`src/rtl/disp_tx_pkg.sv`:
```
// Shared types and helpers for the display shift-register transmitter.
// pack_frame works on a fixed MAX_DIGITS width; callers zero-extend and truncate.
package disp_tx_pkg;

    typedef enum logic [2:0] {
        CLEAR,
        IDLE,
        SHIFT_LO,
        SHIFT_HI,
        LATCH_HI,
        LATCH_LO
    } tx_state_t;

    localparam int unsigned DIGIT_FRAME_W = 8;
    localparam int unsigned MAX_DIGITS    = 16;

    // Digit i occupies frame byte i: {3'b000, dp, bcd}; BCD values above 9 pass through.
    function automatic logic [MAX_DIGITS*DIGIT_FRAME_W-1:0] pack_frame(
        input logic [MAX_DIGITS*4-1:0] bcd,
        input logic [MAX_DIGITS-1:0]   dp
    );
        logic [MAX_DIGITS*DIGIT_FRAME_W-1:0] f;
        f = '0;
        for (int unsigned i = 0; i < MAX_DIGITS; i++) begin
            f[i*DIGIT_FRAME_W +: DIGIT_FRAME_W] = {3'b000, dp[i], bcd[i*4 +: 4]};
        end
        return f;
    endfunction

endpackage

```
`src/rtl/disp_tx_phase_timer.sv`:
```
// Loadable down-counter; phase_end marks the last cycle of a timed phase.
// A load in a cycle counts as that phase's first cycle, so load_val = cycles - 1.
module disp_tx_phase_timer #(
    parameter int unsigned TMR_W = 2
) (
    input  logic             g_clk,
    input  logic             g_nrst,
    input  logic             load,
    input  logic [TMR_W-1:0] load_val,
    output logic             phase_end
);
    logic [TMR_W-1:0] count;
    logic [TMR_W-1:0] count_eff;

    always_comb begin
        count_eff = load ? load_val : count;
        phase_end = (count_eff == '0);
    end

    always_ff @(posedge g_clk or negedge g_nrst) begin
        if (!g_nrst) begin
            count <= '0;
        end else if (phase_end) begin
            count <= '0;
        end else begin
            count <= count_eff - 1'b1;
        end
    end

endmodule

```
`src/rtl/disp_shift_tx.sv`:
```
// Serialises a digit/decimal-point/control snapshot into the display shift chains
// and pulses the register clock; NUM_DIGITS must not exceed disp_tx_pkg::MAX_DIGITS.
module disp_shift_tx
    import disp_tx_pkg::*;
#(
    parameter int unsigned NUM_DIGITS = 6,
    parameter int unsigned CLK_DIV    = 2,
    parameter int unsigned CLR_CYCLES = 4
) (
    input  logic                    g_clk,
    input  logic                    g_nrst,
    input  logic                    load_valid,
    output logic                    load_ready,
    input  logic [NUM_DIGITS*4-1:0] digit_bcd,
    input  logic [NUM_DIGITS-1:0]   digit_dp,
    input  logic [7:0]              ctrl_byte,
    input  logic                    clr,
    output logic                    done,
    output logic                    ser_clk,
    output logic                    ser_nrst,
    output logic                    digit_ser,
    output logic                    ctrl_ser,
    output logic                    latch_clk
);
    localparam int unsigned TOTAL    = NUM_DIGITS * DIGIT_FRAME_W;
    localparam int unsigned IDX_W    = $clog2(TOTAL + 1);
    localparam int unsigned TMR_MAX  = (CLR_CYCLES > CLK_DIV) ? CLR_CYCLES : CLK_DIV;
    localparam int unsigned TMR_W    = $clog2(TMR_MAX + 1);
    localparam logic [TMR_W-1:0] CLR_LOAD = TMR_W'(CLR_CYCLES - 1);
    localparam logic [TMR_W-1:0] DIV_LOAD = TMR_W'(CLK_DIV - 1);

    tx_state_t        state, next_state;
    logic             entry_q;
    logic [IDX_W-1:0] idx;
    logic [TOTAL-1:0] frame;
    logic [7:0]       ctrl_q;
    logic [TOTAL-1:0] frame_d;
    logic [TMR_W-1:0] tmr_val;
    logic             phase_end;
    logic             accept;
    logic             data_bit;
    logic             ctrl_bit;

    // Reset counts as a state entry, so CLEAR is timed from the first cycle after release.
    disp_tx_phase_timer #(.TMR_W(TMR_W)) u_timer (
        .g_clk    (g_clk),
        .g_nrst   (g_nrst),
        .load     (entry_q),
        .load_val (tmr_val),
        .phase_end(phase_end)
    );

    always_comb begin
        frame_d  = TOTAL'(pack_frame((MAX_DIGITS*4)'(digit_bcd), MAX_DIGITS'(digit_dp)));
        data_bit = frame[idx];
        ctrl_bit = (idx < IDX_W'(8)) ? ctrl_q[idx[2:0]] : 1'b0;
    end

    always_comb begin
        next_state = state;
        tmr_val    = DIV_LOAD;
        load_ready = 1'b0;
        accept     = 1'b0;
        ser_clk    = 1'b0;
        ser_nrst   = 1'b1;
        latch_clk  = 1'b0;
        digit_ser  = 1'b0;
        ctrl_ser   = 1'b0;
        case (state)
            CLEAR: begin
                ser_nrst = 1'b0;
                tmr_val  = CLR_LOAD;
                if (phase_end) next_state = IDLE;
            end
            IDLE: begin
                load_ready = !clr;
                if (clr) begin
                    next_state = CLEAR;
                end else if (load_valid) begin
                    accept     = 1'b1;
                    next_state = SHIFT_LO;
                end
            end
            SHIFT_LO: begin
                digit_ser = data_bit;
                ctrl_ser  = ctrl_bit;
                if (phase_end) next_state = SHIFT_HI;
            end
            SHIFT_HI: begin
                ser_clk   = 1'b1;
                digit_ser = data_bit;
                ctrl_ser  = ctrl_bit;
                if (phase_end) next_state = (idx == '0) ? LATCH_HI : SHIFT_LO;
            end
            LATCH_HI: begin
                latch_clk = 1'b1;
                if (phase_end) next_state = LATCH_LO;
            end
            LATCH_LO: begin
                if (phase_end) next_state = IDLE;
            end
            default: next_state = CLEAR;
        endcase
    end

    always_ff @(posedge g_clk or negedge g_nrst) begin
        if (!g_nrst) begin
            state   <= CLEAR;
            entry_q <= 1'b1;
            done    <= 1'b0;
            idx     <= '0;
            frame   <= '0;
            ctrl_q  <= '0;
        end else begin
            state   <= next_state;
            entry_q <= (next_state != state);
            done    <= (state == LATCH_LO) && (next_state == IDLE);
            if (accept) begin
                idx    <= IDX_W'(TOTAL - 1);
                frame  <= frame_d;
                ctrl_q <= ctrl_byte;
            end else if (state == SHIFT_HI && phase_end && idx != '0) begin
                idx <= idx - 1'b1;
            end
        end
    end

endmodule

```
`config.mk`:
```
export PLATFORM = sky130hd
export DESIGN_NAME = disp_shift_tx
export DESIGN_NICKNAME = d
export VERILOG_FILES = /design/src/rtl/disp_tx_pkg.sv /design/src/rtl/disp_tx_phase_timer.sv /design/src/rtl/disp_shift_tx.sv
export SDC_FILE = /design/constraint.sdc
export NUM_CORES = 1
export LEC_CHECK = 0
export CELL_PAD_IN_SITES_DETAIL_PLACEMENT = 0
export CELL_PAD_IN_SITES_GLOBAL_PLACEMENT = 2
export CORE_MARGIN = 2
export CORE_UTILIZATION = 36
export CTS_CLUSTER_SIZE = 28
export DETAILED_ROUTE_END_ITERATION = 8
export HOLD_SLACK_MARGIN = 0.02
export PLACE_DENSITY = 0.85
export SLEW_MARGIN = 40
export SYNTH_ARGS = -nofsm -noshare
export SYNTH_HDL_FRONTEND = slang
export SYNTH_SLANG_ARGS = --single-unit
```
`constraint.sdc`:
```
create_clock -name g_clk -period 2.45 [get_ports g_clk]
set_input_delay 0.245 -clock g_clk [delete_from_list [all_inputs] [get_ports g_clk]]
set_output_delay 0.245 -clock g_clk [all_outputs]
set_load 0.05 [all_outputs]
```
# ---- After elaboration in Yosys (flattened, before gate mapping)
# Index checks and enable logic that the tools add are counted.
# W data, S select, Z words.
dict set report op_classes {
  addsub 2
  order_cmp 3
  n_eq_ne 7
  muxes 27
  reduce_logical 11
}
# cell count
set ops {}
lappend ops {{$mux W3} 9}
lappend ops {{$pmux W3 S5} 1}
lappend ops {{$mux W1} 12}
lappend ops {{$mux W6} 2}
lappend ops {{$lt A6 B7 Y1 const B} 1}
lappend ops {{$bmux W1 S6} 1}
lappend ops {{$eq A3 B1 Y1 const B} 2}
lappend ops {{$eq A3 B2 Y1 const B} 2}
lappend ops {{$eq A3 B3 Y1 const B} 2}
lappend ops {{$logic_not A3 Y1} 2}
lappend ops {{$logic_not A6 Y1} 1}
lappend ops {{$lt A6 B4 Y1 const B} 1}
lappend ops {{$reduce_bool A6 Y1} 1}
lappend ops {{$sub A6 B1 Y6 const B} 1}
lappend ops {{$lt A3 B4 Y1 const B} 1}
lappend ops {{$reduce_or A2 Y1} 2}
lappend ops {{$bmux W1 S3} 1}
lappend ops {{$logic_and A1 B1 Y1} 3}
lappend ops {{$ne A3 B3 Y1} 1}
lappend ops {{$sub A3 B1 Y3 const B} 1}
lappend ops {{$mux W2} 1}
lappend ops {{$reduce_bool A2 Y1} 1}
lappend ops {{$logic_not A1 Y1} 1}
dict set report word_totals {
  register_bits 52
}

# ---- Depth between registers and ports, before layout
dict set report depth {
  word_depth 8
  mapped_depth 8
}

# ---- Cells and area by module
# From an unflattened synthesis, not the netlist that was laid out.
dict set report hier_totals {
  hier_cells 194
  hier_area_um2 2533.7
}
# module instances cells_each area_per_inst_um2 seq_area_each_um2
set modules_own_cells {}
lappend modules_own_cells {disp_shift_tx 1 176 2358.5 1227.4}
lappend modules_own_cells {disp_tx_phase_timer 1 18 175.2 75.1}

# ---- Worst setup path after synthesis
# No wires, ideal clock.
dict set report synth_timing {
  kind {reg2out}
  startpoint {register idx[4]}
  endpoint {output port ctrl_ser}
  arrival_time_ns 2.068
  slack_ns 0.137
  path_stages_with_launch 5
  n_path_buf 2
  path_cell_list {dfrtp_1 buf_2 or3_1 clkbuf_1 nor3_1}
}
dict set report synth_via {
  elab_chain_len 3
}
# item line
set synth_rtl {}
lappend synth_rtl {{from (decl)} disp_shift_tx.sv:34} ;# logic [IDX_W-1:0] idx;
lappend synth_rtl {{from (signal assigned)} disp_shift_tx.sv:119} ;# idx <= IDX_W'(TOTAL - 1);
lappend synth_rtl {{from (signal assigned)} disp_shift_tx.sv:123} ;# idx <= idx - 1'b1;
lappend synth_rtl {{$lt A6 B4 Y1} disp_shift_tx.sv:56} ;# ctrl_bit = (idx < IDX_W'(8)) ? ctrl_q[idx[2:0]] : 1'b0;
lappend synth_rtl {{$mux W1} disp_shift_tx.sv:56}
lappend synth_rtl {{$mux W1} disp_shift_tx.sv:69} ;# case (state)
lappend synth_rtl {{to (decl)} disp_shift_tx.sv:22} ;# output logic ctrl_ser,
# Every way passes these cells.

# ---- Worst setup path in the final report
dict set report layout_timing {
  startpoint {register state[2]}
  endpoint {output port ser_clk}
}
dict set report layout_via {
  elab_chain_len 2
}
# item line
set layout_rtl {}
lappend layout_rtl {{from (decl)} disp_shift_tx.sv:32} ;# tx_state_t state, next_state;
lappend layout_rtl {{from (signal assigned)} disp_shift_tx.sv:115} ;# state <= next_state;
lappend layout_rtl {{$eq A3 B2 Y1} disp_shift_tx.sv:69}
lappend layout_rtl {{$mux W1} disp_shift_tx.sv:69}
lappend layout_rtl {{to (decl)} disp_shift_tx.sv:19} ;# output logic ser_clk,
# Every way passes these cells.

==> results by group <==
Timing
  – Final WS setup: 0.140 ns
  – Fin crit period: 2.31 ns
  – Period utilization: 94.3%
  – Setup tns final: 0 ns
  – Final Hold Viols: 0
  – Count of final setup violators: 0
  – Slew HR: 60.9%
  – Final Max Slew Viols: 0
  – Worst Max-Slew Pin Slew: 0.587 ns
  – Achievable Freq: 0.433 GHz
  – Clk_skew: 0.00739 ns
  – RSZ-0062 raised after global routing: no

Synthesis
  – Register area share after synthesis: 47.3%
  – Synth Net Count: 249
  – Avg Inst Size Synth: 13.6 um2
  – Count of different cell masters after synthesis: 42
  – Top cell type's share of synthesized area: 46.3%
  – Post-Syn Instances: 202
  – Flops & latches, synth: 52
  – Ranking of synthesized cells by area: dfrtp_1 46%, mux2_4 19%, mux4_2 6.5%
  – Largest area contributor in the synthesized netlist: dfrtp_1
  – Synth Cell Area: 2760 um2
  – Yosys Warn Count: 0

Cells and area
  – Area Overhead vs Synth: 25.0%
  – Final net count: 298
  – Commonest cells after routing, fill and taps aside: 49 x dfrtp_1, 44 x clkdlybuf4s50_1, 35 x mux2_4
  – Layout cells sized above 1: 28.2%
  – # fillers: 674
  – Commonest non-fill, non-tap cell in the layout: dfrtp_1
  – Antenna fix cells: 0

Setup path
  – CP required: 2.20 ns
  – FF-to-FF End: idx[0]
  – CP arrival: 2.06 ns
  – Worst r2r src: entry_q
  – Crit. End Element: primary output
  – Worst setup SP type: register
  – Crit-path max FO: 10
  – R2R depth: 7
  – Flop2flop setup slack: 0.46 ns
  – WS Path Type: reg -> out

Die
  – Die ar.: 8370 um2
  – Die width: 91.5 um
  – Initial core utilization: 37.6%
  – Core ar.: 7330 um2
  – IO Count: 49
  – Row cnt: 31
  – Chip height: 91.5 um

Routing
  – Wire per inst: 15.0 um
  – DR vias/cell: 4.89
  – Iteration count of the initial detailed-routing pass: 4
  – Antenna-violating nets left: 0
  – Routed via count: 1717
  – Detailed Route Iter0 Violations: 76
  – Routed WL: 5260 um
  – DRC Markers: 0

Placement
  – Setup WS pre-CTS: 0.359 ns
  – Routability congestion estimate: 0.760
  – Post-DP HPWL: 3820 um
  – PortBufs: 48

Clocking
  – H-tree Lvls: 2
  – Postcts setup bufs: 0
  – Clk pin slew, worst setup/hold paths: 0.09 ns
  – Clk root buf: clkbuf_8
  – Clk_lat worst skew: 0.30 ns
  – CTS tree: done
  – Clk buf depth: 2
  – Clock sink total: 52
  – CTS Buf Count: 5

Power and ir drop
  – Power per cell area: 1060 nW/um2
  – Logic pwr share: 43.1%
  – Lkg Pwr: 0.00158 uW
  – Clock share of power: 13.7%
  – Sw Share: 32.7%
  – Part of the power in registers: 43.2%
  – Max IR drop VDD: 0.415 mV
  – Pint: 2470 uW
  – Switch Pwr: 1200 uW

Global route
  – Initial antenna violation count: 0
  – GRT overflow: 0
  – Vias in the first global route: 1831
  – First-pass GRT wire length: 9180 um
  – Largest net degree at the start of global routing: 44
  – Total GRT Usage: 13.8%

Flow run
  – Maxcap violations: 0

Hold path
  – Hold Path Class: in -> async

Status
  – Outcome: finished, final reports clean
## worst max-delay path, stage by stage (launching register included)
cell and delay (ns):
dfrtp_1 0.51, nor2b_1 0.30, and2_1 0.17, clkdlybuf4s50_1 0.79
## state kept, by name (all words and copies together) (netlist names)
signal	flops
idx	6
entry_q	1
frame	30
u_timer.count	3
ctrl_q	8
done	1
state	3
## how the worst max path moves through the flow
| stage | from | endpoint | slack (ns) | cells after the start |
|---|---|---|---|---|
| finish | state[2] | ser_clk | 0.14 | 3 |
| floorplan | idx[4] | ctrl_ser | 0.14 | 4 |
| CTS | idx[0] | digit_ser | 0.01 | 6 |
| global route | state[2] | ser_clk | 0.03 | 3 |
| global placement | idx[3] | digit_ser | 0.40 | 4 |
| detailed placement | idx[3] | digit_ser | 0.36 | 4 |
## cell usage after synthesis
cell type / number
nor3_1: 3
o21ai_0: 6
nor3b_4: 1
a2bb2oi_1: 1
nor2b_1: 6
a41oi_1: 1
o21ai_1: 1
and4b_1: 1
nor2_1: 7
nand3_1: 1
xor2_1: 3
mux4_2: 8
o32ai_1: 2
a21oi_1: 2
a31oi_1: 2
clkbuf_1: 5
nand2b_1: 5
and2_1: 2
or3_1: 3
o211ai_1: 4
buf_4: 2
nand2_4: 1
xnor2_1: 2
a221oi_1: 1
o21a_1: 1
and2b_1: 1
ha_1: 5
mux2_2: 4
nand2_1: 7
o2111ai_1: 2
mux2_4: 35
a211oi_1: 1
mux2i_1: 5
inv_1: 6
a32oi_1: 2
dfrtp_1: 51
and3_1: 1
nor3b_1: 2
a21o_1: 1
buf_2: 3
dfstp_2: 1
buf_6: 4
## metrics by stage
stage	util, %	std cells	power [uW]	instance area (um2)	hold WS, ns
global placement	45.5	342	3150	3330	0.272
finish	47.0	351	3660	3440	0.477
floorplan	-	202	2770	2760	-0.0506
detailed placement	45.5	342	3180	3330	0.294
global route	47.0	351	3940	3440	0.534
CTS	46.9	351	3700	3440	0.496
## power by group through the flow
stage,combinational [uW],clock (uW),sequential (uW)
after floorplan,1350,0,1420
after global placement,1550,0,1600
after detailed placement,1580,0,1600
after CTS,1590,525,1580
after global routing,1730,564,1650
final,1580,502,1580
## cell families (layout without fill, tap and decap cells)
logic type               after synthesis  count (layout)  share of synthesized area [%]
multiplexers                          52              52                           29.1
flip-flops                            52              52                           47.3
AND/OR/NAND/NOR                       41              41                           8.76
AO/OA/AOI/OAI                         27              27                           6.85
buffers and inverters                 20              70                           4.22
adder cells (fa/ha/maj)                5               5                           2.27
XOR/XNOR                               5               5                           1.59
## cell type report
class	instances	area, um2	area share [%]
inverters	6	22.5	0.654
multi-input cells	130	1340	39.0
clock buffers	7	86.3	2.51
well taps	99	124	3.60
repair buffers	56	556	16.1
clock inverters	1	7.51	0.218
flip-flops and latches	52	1310	37.9
## timing repair
action,4_1_cts,5_1_grt
endpoints found under the setup margin,0,2
hold endpoints to repair,22,0
gates resized for setup,0,3
hold buffers,1,0
## per-layer routing
layer	routed length [um]	global-route usage, %	up-vias
met5	0	0	-
met4	59	4.17	0
met3	156	2.57	5
met2	2470	21.3	30
met1	2580	19.6	858
li1	-	-	824
No activity file was read; power rests on OpenSTA's default activity.
==> edit 1, RTL diff (config.mk and constraints unchanged) <==
Encoding of `tx_state_t`: now one-hot (6 bits for 6 states).
--- a/src/rtl/disp_tx_pkg.sv
+++ b/src/rtl/disp_tx_pkg.sv
@@ -2,13 +2,13 @@
 // pack_frame works on a fixed MAX_DIGITS width; callers zero-extend and truncate.
 package disp_tx_pkg;
 
-    typedef enum logic [2:0] {
-        CLEAR,
-        IDLE,
-        SHIFT_LO,
-        SHIFT_HI,
-        LATCH_HI,
-        LATCH_LO
+    typedef enum logic [5:0] {
+        CLEAR    = 6'b000001,
+        IDLE     = 6'b000010,
+        SHIFT_LO = 6'b000100,
+        SHIFT_HI = 6'b001000,
+        LATCH_HI = 6'b010000,
+        LATCH_LO = 6'b100000
     } tx_state_t;
 
     localparam int unsigned DIGIT_FRAME_W = 8;
Function: no difference found for any inputs over 10 cycles, from zero or initial values and one cycle with g_nrst low; not proved beyond that.
==> edit 1 against the original RTL <==
  * Design area rose by 11%
  * Total power fell by 8.0%
  * Core utilization rose by 0.22 points
  * Critical path type unchanged
  * Highest routed layer unchanged
  * Register-to-register slack got worse by 0.26 ns
  * Setup slack got worse by 0.033 ns
  * Via count rose by 18%
  * Largest power group unchanged
  * Synthesized area rose by 9.0%
  * Fmax fell by 1.4%
  * Sequential cell count rose by 3
  * Count of clock-buffer cells in the layout fell by 1
  * Routed wire length rose by 17%
  * Die area rose by 8.6%
  * Non-clock buffer count rose by 12
==> edit 1: results (changes against the original RTL) <==
[worst_setup_path]
slowest_delay_ns=0.54  ; -0.25 ns
worstReg2RegStart=state[1]
crit_path_top_delay_cell=or4_4
path_max_fanout=2  ; -8

[global_routing]
grt_pass1_vias=2059  ; +12%
use_met2=0.235  ; +0.0227
met3_usage=0.0237  ; -0.00201
grt_first_pass_wirelength_um=10200  ; +12%

[logic_synthesis]
ys_seq_area_frac=0.459  ; -0.0136
mappedNetlistNets=286  ; +15%
yosys-top-cells-area=dfrtp_1, mux2_4, mux4_2
synth_commonest_cells=dfrtp_1, mux2_4, nand2_1, nor2_1, mux4_2
synthDistinctLibCells=50  ; +19%
ys_ff_latch=55  ; +5.8%

[layout]
largest_registers=frame (30), ctrl_q (8)
layout.nets=344  ; +15%
fillers=730  ; +8.3%

[power_and_ir_drop]
p_int_uw=2370  ; -3.9%
pg_clk_uw=594  ; +18%
vdd_drop_max_uv=348  ; -16%
net-switching-power_uw=998  ; -17%
combPwrFrac=0.375  ; -0.056

[placed_design]
dpl_cell_area_mm2=0.00368  ; +11%
dp_slack_ns=0.184  ; -0.175 ns
place_congestion=0.787  ; +3.5%

[sta]
max-slew-margin-rel=0.600  ; -0.00892
skew_ns=0.0147  ; +0.00735 ns

[routing]
wl_met3_um=172  ; +10%
routed-wl-met2_um=2950  ; +20%
m1WireLength_um=2960  ; +15%
wl_per_cell_um=15.3  ; +1.9%
vias=2033  ; +18%

[clock_network]
numCtsBuffers=5  ; unchanged
cts_setup_buffers=1  ; +1
ctsResizeCount=7  ; +7

[outcome]
status=finished clean

edit 1: cell types whose count changed after synthesis, moves of 3 or more:
cell / before / now
o31ai_1: 0 / 3
nand2b_1: 5 / 1
nand4b_1: 0 / 3
a21oi_1: 2 / 7
nor2_1: 7 / 11
nand4_1: 0 / 4
nand2_1: 7 / 19
o211ai_1: 4 / 1
nor4_1: 0 / 3
xor2_1: 3 / 6
edit 1: critical path, delay by kind of cell, from the launching register on:
kind / cells / cell delay, ns
DFF: 1 / 0.43
and+or+nand+nor: 3 / 0.94
buffers and inverters: 1 / 0.18
AOI/OAI and AO/OA: 1 / 0.23
edit 1: cells by family (layout without fill, tap and decap cells):
logic type,count (synthesis),after routing,share of synthesized area
muxes,49,49,0.255
xor gates and xnor gates,8,8,0.0233
DFF,55,55,0.459
and+or+nand+nor,68,68,0.132
adders and majority gates,4,4,0.0167
AOI/OAI and AO/OA,31,31,0.0679
buffers and inverters,25,83,0.0458
edit 1: area by class of cell:
cell class                 count  area share
inverter                       8     0.00847
multi-input combinational    160       0.395
clock inverter                 1     0.00782
clock buffer                   6      0.0189
timing repair buffer          68       0.175
tap                          105      0.0342
sequential                    55       0.360
edit 1: final timing paths:
kind                                         end  slack [ns]  cells past startpoint
worst max-delay path                    ctrl_ser        0.11                      5
worst max register to register         frame[24]        0.20                      8
worst min register to register  u_timer.count[0]        0.51                      1
worst min-delay path                        done        0.46                      2
max in group asynchronous               state[0]        1.27                      3
min in group g_clk              u_timer.count[0]        0.51                      1
edit 1: per-stage QoR:
stage,hold WS (ns),std cells,TNS [ns],utilization
5_1_grt,0.514,403,0,0.472
6_report,0.461,403,0,0.472
3_5_place_dp,0.286,392,0,0.453
3_3_place_gp,0.281,392,0,0.453
4_1_cts,0.487,401,0,0.470
2_1_floorplan,-0.0506,240,-0.0936,-
==> edit 2, RTL diff (same settings) <==
Without the edit above. Change the parameter `CLR_CYCLES` from 4 to 8.
--- a/src/rtl/disp_shift_tx.sv
+++ b/src/rtl/disp_shift_tx.sv
@@ -5,7 +5,7 @@
 #(
     parameter int unsigned NUM_DIGITS = 6,
     parameter int unsigned CLK_DIV    = 2,
-    parameter int unsigned CLR_CYCLES = 4
+    parameter int unsigned CLR_CYCLES = 8
 ) (
     input  logic                    g_clk,
     input  logic                    g_nrst,
Check against the original RTL: not equivalent (Yosys sat finds a counterexample within 10 cycles, from zero or initial values and one cycle with g_nrst low).
==> edit 2 against the original RTL <==
  * Routed wire length shrank 4.1%
  * First-iteration DRC count shrank 14%
  * Critical endpoint is now digit_ser
  * Fmax shrank 0.76%
  * Synthesized area shrank 5.5%
  * Sequential cell count grew 1
  * Setup slack lost 0.018 ns
  * Count of clock-buffer cells in the layout shrank 2
  * Design area shrank 3.8%
Power is not compared: it rests on default switching activity, and its combinational part moved more than twofold at a synthesized area within 25%.
==> edit 2: results (changes against the original RTL) <==
[global_routing]
use_met2=0.218  ; +0.00583
grt_use_total=0.139  ; +0.00188
met1_usage=0.191  ; -0.00529
grt_start_max_net_pins=41  ; -6.8%
grt_first_pass_wirelength_um=8460  ; -7.9%

[logic_synthesis]
synthDistinctLibCells=45  ; +7.1%
yosys.area_share.adder=0.00961  ; -0.0131
synthMuxAreaShare=0.262  ; -0.0286
mappedNetlistNets=244  ; -2.0%
synth_commonest_cells=dfrtp_1, mux2_2, nor2_1, mux4_2, o21ai_0
ys_seq_area_frac=0.510  ; +0.0373
synth_xor_area_frac=0  ; -0.0159
synth-compound-area-share=0.0730  ; +0.00450

[clock_network]
ctsResizeCount=1  ; +1
clockBufferDepth=2  ; unchanged

[routing]
wl_met3_um=255  ; +63%
drtIter0Drc=65  ; -14%
routed_wl_um=5050  ; -4.1%
m1WireLength_um=2380  ; -7.8%
routed-wl-met2_um=2350  ; -4.6%
vias=1742  ; +1.5%

[worst_setup_path]
worstReg2RegStart=idx[1]
reg2reg_to=idx[5]
r2r_slack_ns=0.54  ; +0.08 ns
r2r_cells=5  ; -2
path_max_fanout=6  ; -4

[sta]
whs_ns=0.443  ; -0.0338 ns
tightest_slew_ns=0.489  ; -0.0978 ns
skew_ns=0.00582  ; -0.00158 ns

[placed_design]
dpl_cell_area_mm2=0.00318  ; -4.5%
dp_hpwl_um=3750  ; -1.7%
place_congestion=0.804  ; +5.8%

[layout]
antennaDiodeCount=0  ; unchanged
layout.nets=299  ; +0.34%

[outcome]
status=finished clean

[power_and_ir_drop]
p_leak_uw=0.00156

## edit 2: changes by cell type after synthesis, moves of 5 or more
cell / change
clkbuf_1: -5
mux2_2: +39
mux2_4: -35
nor2b_1: -5
## edit 2: final cells by class
class / count / area [µm²]
Clock buffer: 5 / 68.8
Clock inverter: 3 / 17.5
Fill cell: 674 / 3820
Inverter: 6 / 22.5
Multi-Input combinational cell: 132 / 1210
Sequential cell: 53 / 1330
Tap cell: 99 / 124
Timing Repair Buffer: 57 / 544
## edit 2: cell families after synthesis
logic type	after synthesis
AO/OA/AOI/OAI	29
adder cells (fa/ha/maj)	2
multiplexers	54
flip-flops	53
AND/OR/NAND/NOR	47
buffers and inverters	15
## edit 2: stage by stage
stage,instances,utilization,setup slack [ns]
2_1_floorplan,200,-,0.145
3_3_place_gp,343,0.446,0.270
3_5_place_dp,343,0.446,0.259
4_1_cts,352,0.460,0.00602
5_1_grt,355,0.464,0.00954
6_report,355,0.464,0.122
## edit 2: worst max-delay path by stage
| stage | from | end | slack (ns) |
|---|---|---|---|
| 6_report | idx[0] | digit_ser | 0.12 |
| 5_1_grt | idx[0] | digit_ser | 0.01 |
| 4_1_cts | idx[0] | digit_ser | 0.006 |
| 3_5_place_dp | idx[0] | digit_ser | 0.26 |
| 3_3_place_gp | idx[0] | digit_ser | 0.27 |
| 2_1_floorplan | idx[0] | ctrl_ser | 0.14 |
## edit 2: where the power goes
part	switching [µW]	internal, µW	leakage [µW]
registers	0	874	0.000718
clock network	280	198	0.0000439
logic	26.9	60.6	0.000802
## edit 2: worst max-delay path, stage by stage, from the launching register on
cell	delay [ns]
dfrtp_2	0.42
buf_6	0.15
mux4_2	0.49
nor2b_1	0.12
o41ai_1	0.08
a211o_1	0.32
buf_4	0.20
